`config.mk`:
```
export PLATFORM = sky130hd
export DESIGN_NAME = featuremap_stream_ctrl
export DESIGN_NICKNAME = d
export VERILOG_FILES = /design/src/rtl/featuremap_pkg.sv /design/src/rtl/featuremap_frame_counter.sv /design/src/rtl/featuremap_stream_ctrl.sv
export SDC_FILE = /design/constraint.sdc
export NUM_CORES = 1
export LEC_CHECK = 0
export BUFFER_PORTS_ARGS = -buffer_cell sky130_fd_sc_hd__buf_2
export CAP_MARGIN = 20
export CORE_ASPECT_RATIO = 0.9
export CORE_MARGIN = 2
export CORE_UTILIZATION = 30
export CTS_CLUSTER_SIZE = 40
export DETAILED_ROUTE_END_ITERATION = 10
export PLACE_DENSITY = 0.51
export SETUP_SLACK_MARGIN = 0.3
export SLEW_MARGIN = 20
export SYNTH_ARGS = -nofsm -noshare
export SYNTH_HDL_FRONTEND = slang
export SYNTH_HIERARCHICAL = 1
export SYNTH_SLANG_ARGS = --single-unit
```
`constraint.sdc`:
```
create_clock -name clk -period 5.7 [get_ports clk]
set_clock_uncertainty 0.15 [all_clocks]
set_input_delay 0.855 -clock clk [delete_from_list [all_inputs] [get_ports clk]]
set_output_delay 0.855 -clock clk [all_outputs]
set_load 0.1 [all_outputs]
```
`src/rtl/featuremap_pkg.sv`:
```
// Shared definitions for the conv2d_3 feature-map frame sequencer:
// state encoding and frame-geometry helpers.
package featuremap_pkg;

    typedef enum logic [1:0] {
        IDLE  = 2'd0,
        RUN   = 2'd1,
        DRAIN = 2'd2,
        DONE  = 2'd3
    } state_t;

    // Bits needed to hold values 0 .. value-1.
    function automatic int clog2(input int value);
        int result;
        result = 0;
        for (int i = 0; i < 31; i++) begin
            if ((1 << i) < value) begin
                result = i + 1;
            end
        end
        return result;
    endfunction

    // Input frame carries a one-pixel zero border on every side.
    function automatic int in_pix(input int width);
        return (width + 2) * (width + 2);
    endfunction

    function automatic int out_pix(input int width);
        return width * width;
    endfunction

endpackage

```
`src/rtl/featuremap_frame_counter.sv`:
```
// Saturating frame pixel counter with synchronous clear and a flag that
// is high once the count has reached its terminal value.
module featuremap_frame_counter #(
    parameter int W   = 8,
    parameter int MAX = 255
) (
    input  logic         clk,
    input  logic         rst,
    input  logic         clr,
    input  logic         en,
    output logic [W-1:0] count,
    output logic         at_max
);

    logic [W-1:0] count_reg;

    assign at_max = (count_reg == W'(MAX));
    assign count  = count_reg;

    always_ff @(posedge clk or negedge rst) begin
        if (!rst) begin
            count_reg <= '0;
        end else if (clr) begin
            count_reg <= '0;
        end else if (en && !at_max) begin
            count_reg <= count_reg + 1'b1;
        end
    end

endmodule

```
`src/rtl/featuremap_stream_ctrl.sv`:
```
// Frame sequencer for one conv2d_3 feature map: issues aligned reads across
// all channel FIFOs, counts pixels in and out, and reports frame status.
module featuremap_stream_ctrl
    import featuremap_pkg::*;
#(
    parameter int  NUM_CH    = 16,
    parameter int  WIDTH     = 56,
    parameter int  DRAIN_MAX = 256,
    localparam int IN_PIX    = in_pix(WIDTH),
    localparam int OUT_PIX   = out_pix(WIDTH),
    localparam int CNT_W     = clog2(IN_PIX + 1)
) (
    input  logic              clk,
    input  logic              rst,
    input  logic              start,
    input  logic [NUM_CH-1:0] fifo_empty,
    input  logic              out_ready,
    input  logic              conv_valid,
    output logic              rdreq,
    output logic              conv_valid_in,
    output logic              busy,
    output logic              done,
    output logic              error,
    output logic [CNT_W-1:0]  in_cnt,
    output logic [CNT_W-1:0]  out_cnt
);

    localparam int TMR_W = clog2(DRAIN_MAX + 1);

    state_t             state_reg, state_next;
    logic               error_reg, error_next;
    logic [TMR_W-1:0]   timer_reg, timer_next;
    logic               all_avail;
    logic               frame_start;
    logic               out_en;
    logic               in_full, out_full;
    logic               last_read, out_last, timeout;

    assign all_avail     = ~|fifo_empty;
    // Reads are shared so every channel consumes the same pixel together.
    assign rdreq         = (state_reg == RUN) && all_avail && out_ready && !in_full;
    assign conv_valid_in = rdreq;
    assign frame_start   = (state_reg == IDLE) && start;
    assign out_en        = conv_valid && ((state_reg == RUN) || (state_reg == DRAIN));

    assign busy  = (state_reg == RUN) || (state_reg == DRAIN);
    assign done  = (state_reg == DONE);
    assign error = error_reg;

    assign last_read = rdreq && (in_cnt == CNT_W'(IN_PIX - 1));
    assign out_last  = out_full || (conv_valid && (out_cnt == CNT_W'(OUT_PIX - 1)));
    assign timeout   = !conv_valid && (timer_reg == TMR_W'(DRAIN_MAX - 1));

    featuremap_frame_counter #(.W(CNT_W), .MAX(IN_PIX)) u_in_counter (
        .clk    (clk),
        .rst    (rst),
        .clr    (frame_start),
        .en     (rdreq),
        .count  (in_cnt),
        .at_max (in_full)
    );

    featuremap_frame_counter #(.W(CNT_W), .MAX(OUT_PIX)) u_out_counter (
        .clk    (clk),
        .rst    (rst),
        .clr    (frame_start),
        .en     (out_en),
        .count  (out_cnt),
        .at_max (out_full)
    );

    always_ff @(posedge clk or negedge rst) begin
        if (!rst) begin
            state_reg <= IDLE;
            error_reg <= 1'b0;
            timer_reg <= '0;
        end else begin
            state_reg <= state_next;
            error_reg <= error_next;
            timer_reg <= timer_next;
        end
    end

    always_comb begin
        state_next = state_reg;
        error_next = error_reg;
        timer_next = '0;
        case (state_reg)
            IDLE: begin
                if (start) begin
                    state_next = RUN;
                    error_next = 1'b0;
                end else if (conv_valid) begin
                    error_next = 1'b1;
                end
            end
            RUN: begin
                if (last_read) begin
                    state_next = DRAIN;
                end
            end
            DRAIN: begin
                // Timer measures the gap since the last result, not total drain time.
                timer_next = conv_valid ? '0 : timer_reg + 1'b1;
                if (conv_valid && out_full) begin
                    error_next = 1'b1;
                end
                if (out_last) begin
                    state_next = DONE;
                end else if (timeout) begin
                    error_next = 1'b1;
                    state_next = DONE;
                end
            end
            DONE: begin
                state_next = IDLE;
            end
            default: begin
                state_next = IDLE;
            end
        endcase
    end

endmodule
```
# Word level (Yosys, flattened, before mapping)
# Cells that the tools add are included.
# totals
regBits,36
input_bits,21
out_inout_bits,29
word_cells,61
# classes
addsub,3
eq_ne,12
muxes,17
n_reduce_logical,24
# ops
op,count
$eq A12 B12 Y1 const B,4
$mux W12,4
$add A12 B1 Y12 const B,2
$mux W9,2
$reduce_or A16 Y1,1
$logic_and A1 B1 Y1,11
$add A9 B1 Y9 const B,1
$eq A9 B8 Y1 const B,1
$mux W2,4
$pmux W2 S4,1
$ne A3 B3 Y1 const B,2
$reduce_bool A2 Y1,3
$mux W1,5
$eq A2 B2 Y1 const B,2
$logic_not A1 Y1,4
$ne A2 B2 Y1 const B,2
$reduce_and A3 Y1,1
$eq A2 B1 Y1 const B,1
$logic_not A2 Y1,1
$logic_or A1 B1 Y1,2
$pmux W1 S2,1
$reduce_and A2 Y1,1

# Depth between registers and ports, before layout
# depth
ltp_word,8
ltp_mapped,10
depth_no_buf,10

# By module
# The synthesis kept the hierarchy.
# by_module_without_submodules
module,n_inst,cells_each,area_each_um2,seq_area_each_um2
featuremap_stream_ctrl,1,85,769.5,300.3
featuremap_frame_counter at u_out_counter,1,78,758.2,300.3
featuremap_frame_counter at u_in_counter,1,72,686.9,300.3

# Least setup slack after synthesis
# OpenSTA, ideal clock, no wires.
# synth_path
path_type,register -> output
from,reg u_in_counter.count_reg[0] (netlist: u_in_counter/count[0])
to,out rdreq
arrival_ns,3.779
required_time_ns,4.695
slack_ns,0.916
path_stages_with_launch,9
path_buffers,1
path_cell_list,dfrtp_1 -> inv_1 -> ha_1 -> nand3b_1 -> nor3_1 -> nor4_1 -> nand4_1 -> nor2_1 -> buf_4
# synth_between
elab_chain_len,3
# synth_lines
item,line_no,source
from (decl),featuremap_frame_counter.sv:15,logic [W-1:0] count_reg;
from (signal assigned),featuremap_frame_counter.sv:26,count_reg <= count_reg + 1'b1;
$eq A12 B12 Y1,featuremap_frame_counter.sv:17,assign at_max = (count_reg == W'(MAX));
via in_full,featuremap_stream_ctrl.sv:36,"logic in_full, out_full;"
$logic_not A1 Y1,featuremap_stream_ctrl.sv:41,assign rdreq = (state_reg == RUN) && all_avail && out_ready && !in_full;
$logic_and A1 B1 Y1,featuremap_stream_ctrl.sv:41,
to (decl),featuremap_stream_ctrl.sv:19,"output logic rdreq,"
# The timed path passes the listed nets, and every way through them passes these cells.

# Worst setup path after layout
# layout_path
from,reg u_in_counter.count_reg[0] (netlist: u_in_counter/count[0])
to,out conv_valid_in
# layout_between
elab_chain_len,3
# layout_lines
item,line_no,source
$eq A12 B12 Y1,featuremap_frame_counter.sv:17,
via in_full,featuremap_stream_ctrl.sv:36,
$logic_not A1 Y1,featuremap_stream_ctrl.sv:41,
$logic_and A1 B1 Y1,featuremap_stream_ctrl.sv:41,
to (decl),featuremap_stream_ctrl.sv:20,"output logic conv_valid_in,"
# The timed path passes the listed nets, and every way through them passes these cells.

==> summary.md <==
| Metric | Value |
|---|---|
| Post-synthesis instance area | 0.00221 mm2 |
| Clock root buffer master | clkbuf_8 |
| Synth cell types | 48 |
| Number of placed cells counting well taps | 372 |
| Gr ovfl total | 0 |
| Arrival @ worst endpoint | 2560 ps |
| Nets | 318 |
| Async set or reset register ratio after synthesis | 100% |
| Leakage | 1.19 nW |
| Most crowded layer after global routing | met2 |
| Fraction of final layout cells with drive strength greater than 1 | 24.7% |
| Commonest non-fill, non-tap cells in the layout | buf_2, dfrtp_1, nor2_1 |
| GR met3 Demand/Resource | 2.72% |
| Detailed-route vias per instance | 5.27 |
| Met1 usage | 20.8% |
| Power density over the cells | 317 mW/mm2 |
| CP Max Fanout | 7 |
| Final Max Slew Viols | 0 |
| Count of non-filler cells in the finished layout | 380 |
| Area Overhead vs Synth | 20.2% |
| Longest individual stage delay on the worst path | 500 ps |
| Total of cells resized after clock tree synthesis | 0 |
| Wire length per cell after detailed routing | 14.9 um |
| Hold violation total from the final report | 0 |
| Crit-path slowest cell | buf_2 |
| Kind of start point of the critical path | flop |
| Total of endpoints with negative setup slack in the final report | 0 |
| Largest cells by area after synthesis | dfrtp_1, ha_1, nor2_1 |
| Unrepaired setup endpoints after global routing | no |
| Synthesis warning total | 6 |
| Number of register bits inferred by synthesis | 36 |
| Final critical delay including setup and external delays | 3560 ps |
| Total routed wirelength | 5650 um |
| Area of all placed cells without fillers | 0.00266 mm2 |
| H-tree lvl count | 2 |
| Final ANT Viol Nets | 0 |
| Total DRC errors in the routed layout | 0 |
| Number of diodes added for antenna fixing | 0 |
| Class of the worst hold path | reg2reg |
| TritonCTS clock tree | yes |
| Max rail drop VDD | 0.000210 V |
| 1st-pass router iterations | 4 |
| Site Rows | 29 |
| Library cell with the largest summed area after synthesis | dfrtp_1 |
| Wire length of the first global-routing pass | 9290 um |
| Number of global-route vias before repair | 1863 |
| Most common cell after layout, fill and taps aside | buf_2 |
| Io pins | 50 |
| Routability congestion estimate from global placement | 0.767 |
| Die extent in x | 94.6 um |
| Final period util | 62.5% |
| Share of the yosys chip area belonging to registers | 40.7% |
| Syn Nets | 267 |
| Least-Margin Pin Slew | 832 ps |
| Die Footprint | 0.00809 mm2 |
| Most used flip-flop cell after synthesis | dfrtp_1 |
| Post-Route Setup TNS | 0 ps |
| Height of the die | 85.5 um |
| Worst slew margin relative to its limit | 44.5% |
| Number of buffers on the longest clock path | 2 |
| Crit path kind | reg2out |
| Total via count after detailed routing | 2001 |
| Max-cap viol count | 0 |
| Post-CTS setup buffer count | 0 |
| Instance area at placement | 0.00255 mm2 |
| Area of the placeable core | 0.00711 mm2 |
| 1st-iter DRT viols | 108 |
| Area share of the leading cell type in the synthesized netlist | 40.7% |
| Clock latency on the worst-skew pair | 290 ps |
| WP data required | 4700 ps |
| Number of flops mapped to enable cells by yosys | 0 |
| CP endpoint kind | output port |
| Sinks on Clock Net | 36 |
| Status | finished, final reports clean |
| Mean instance size in the synthesized netlist | 9.42 um2 |
| Number of buffer cells added on primary ports | 49 |
| HPWL after detailed placement | 4050 um |
| GRT Overall Usage | 14.7% |
| CTS Hold Buffers Added | 0 |
| Clock slew seen by the registers of the worst setup and hold paths | 80 ps |
| Gate count of the mapped netlist | 235 |
| GR Layer Usage met2 | 22.7% |
| Maximum number of pins on one net before global-route repair | 37 |
| Starting utilization of the core area | 31.1% |
| Initial antenna violation count | 0 |
| Critical-path cell list | inv_1, ha_1, nand3b_1, nor3_1, nor4_1, nand4_1, nor2_1, buf_2 |
| Number of buffers added by the clock tree synthesis step | 5 |
| Fmax | 281 MHz |
| WHS | 314 ps |
-- through the flow --
| step | power [mW] | setup WS [ps] | utilization (%) |
|---|---|---|---|
| detailed placement | 0.625 | 2360 | 35.9 |
| finish | 0.844 | 2140 | 37.4 |
| global route | 0.888 | 1970 | 37.4 |
| floorplan | 0.563 | 916 | - |
| CTS | 0.854 | 2130 | 37.4 |
| global placement | 0.623 | 2480 | 35.9 |
-- cell usage after synthesis (2+ instances only) --
cell and instances:
nand2_1 9, nand3b_1 2, nor2_1 25, and2_1 3, a21oi_1 18, mux2_2 4
or4_1 4, nand4_4 2, dfrtp_1 36, or3_1 9, mux2i_1 3, and4_1 3
o21ai_0 10, nand2b_1 7, nor3_1 3, nand4b_1 2, xor2_1 5, inv_1 14
nor4_1 6, nor3b_1 3, o311ai_1 2, nand4_1 7, or3_2 2, nor2b_1 6
ha_1 11, clkbuf_1 3, nand3_1 12, o31ai_1 4
-- power by group --
part	internal [mW]	leakage, nW	total [mW]	switching, mW
clock	0.130	0.0552	0.226	0.0958
combinational	0.0578	0.651	0.280	0.222
sequential	0.277	0.481	0.338	0.0607
-- worst max-delay path, delay by kind of cell (launching register included) --
| family | cells | cell delay [ps] |
|---|---|---|
| adders and majority gates | 1 | 230 |
| buffers and inverters | 2 | 590 |
| DFF | 1 | 460 |
| and+or+nand+nor | 5 | 1000 |
-- cells by family (layout without fill, tap and decap cells) --
group	Yosys count	count (layout)	share of synthesized area, %
XOR/XNOR	6	6	2.37
adder cells (fa/ha/maj)	11	11	6.21
AO/OA/AOI/OAI	41	41	11.6
multiplexers	9	9	4.58
flip-flops	36	36	40.7
buffers and inverters	20	72	3.67
AND/OR/NAND/NOR	112	112	30.9
-- final cells by class --
class / count / area (um2)
Multi-Input combinational cell: 179 / 1230
Inverter: 14 / 52.6
Fill cell: 753 / 4450
Clock buffer: 6 / 72.6
Tap cell: 93 / 116
Sequential cell: 36 / 901
Clock inverter: 2 / 35.0
Timing Repair Buffer: 50 / 253
-- metal layers --
layer	vias up	part of all wire, %
met4	0	1.8
li1	965	-
met5	-	0
met3	10	5.6
met2	58	44
met1	968	49
-- path summary, 6_finish.rpt --
check / start / slack [ps] / endpoint / cells after the start
min reg2reg: timer_reg[0] / 310 / timer_reg[0] / 1
min in group asynchronous: rst / 500 / u_in_counter/count[0] / 1
min: timer_reg[0] / 310 / timer_reg[0] / 1
max reg2reg: u_in_counter/count[0] / 2590 / u_in_counter/count[11] / 10
max: u_in_counter/count[0] / 2140 / conv_valid_in / 8
max in group asynchronous: rst / 4360 / error / 1
Note: power is estimated with default switching activity, not from simulation.
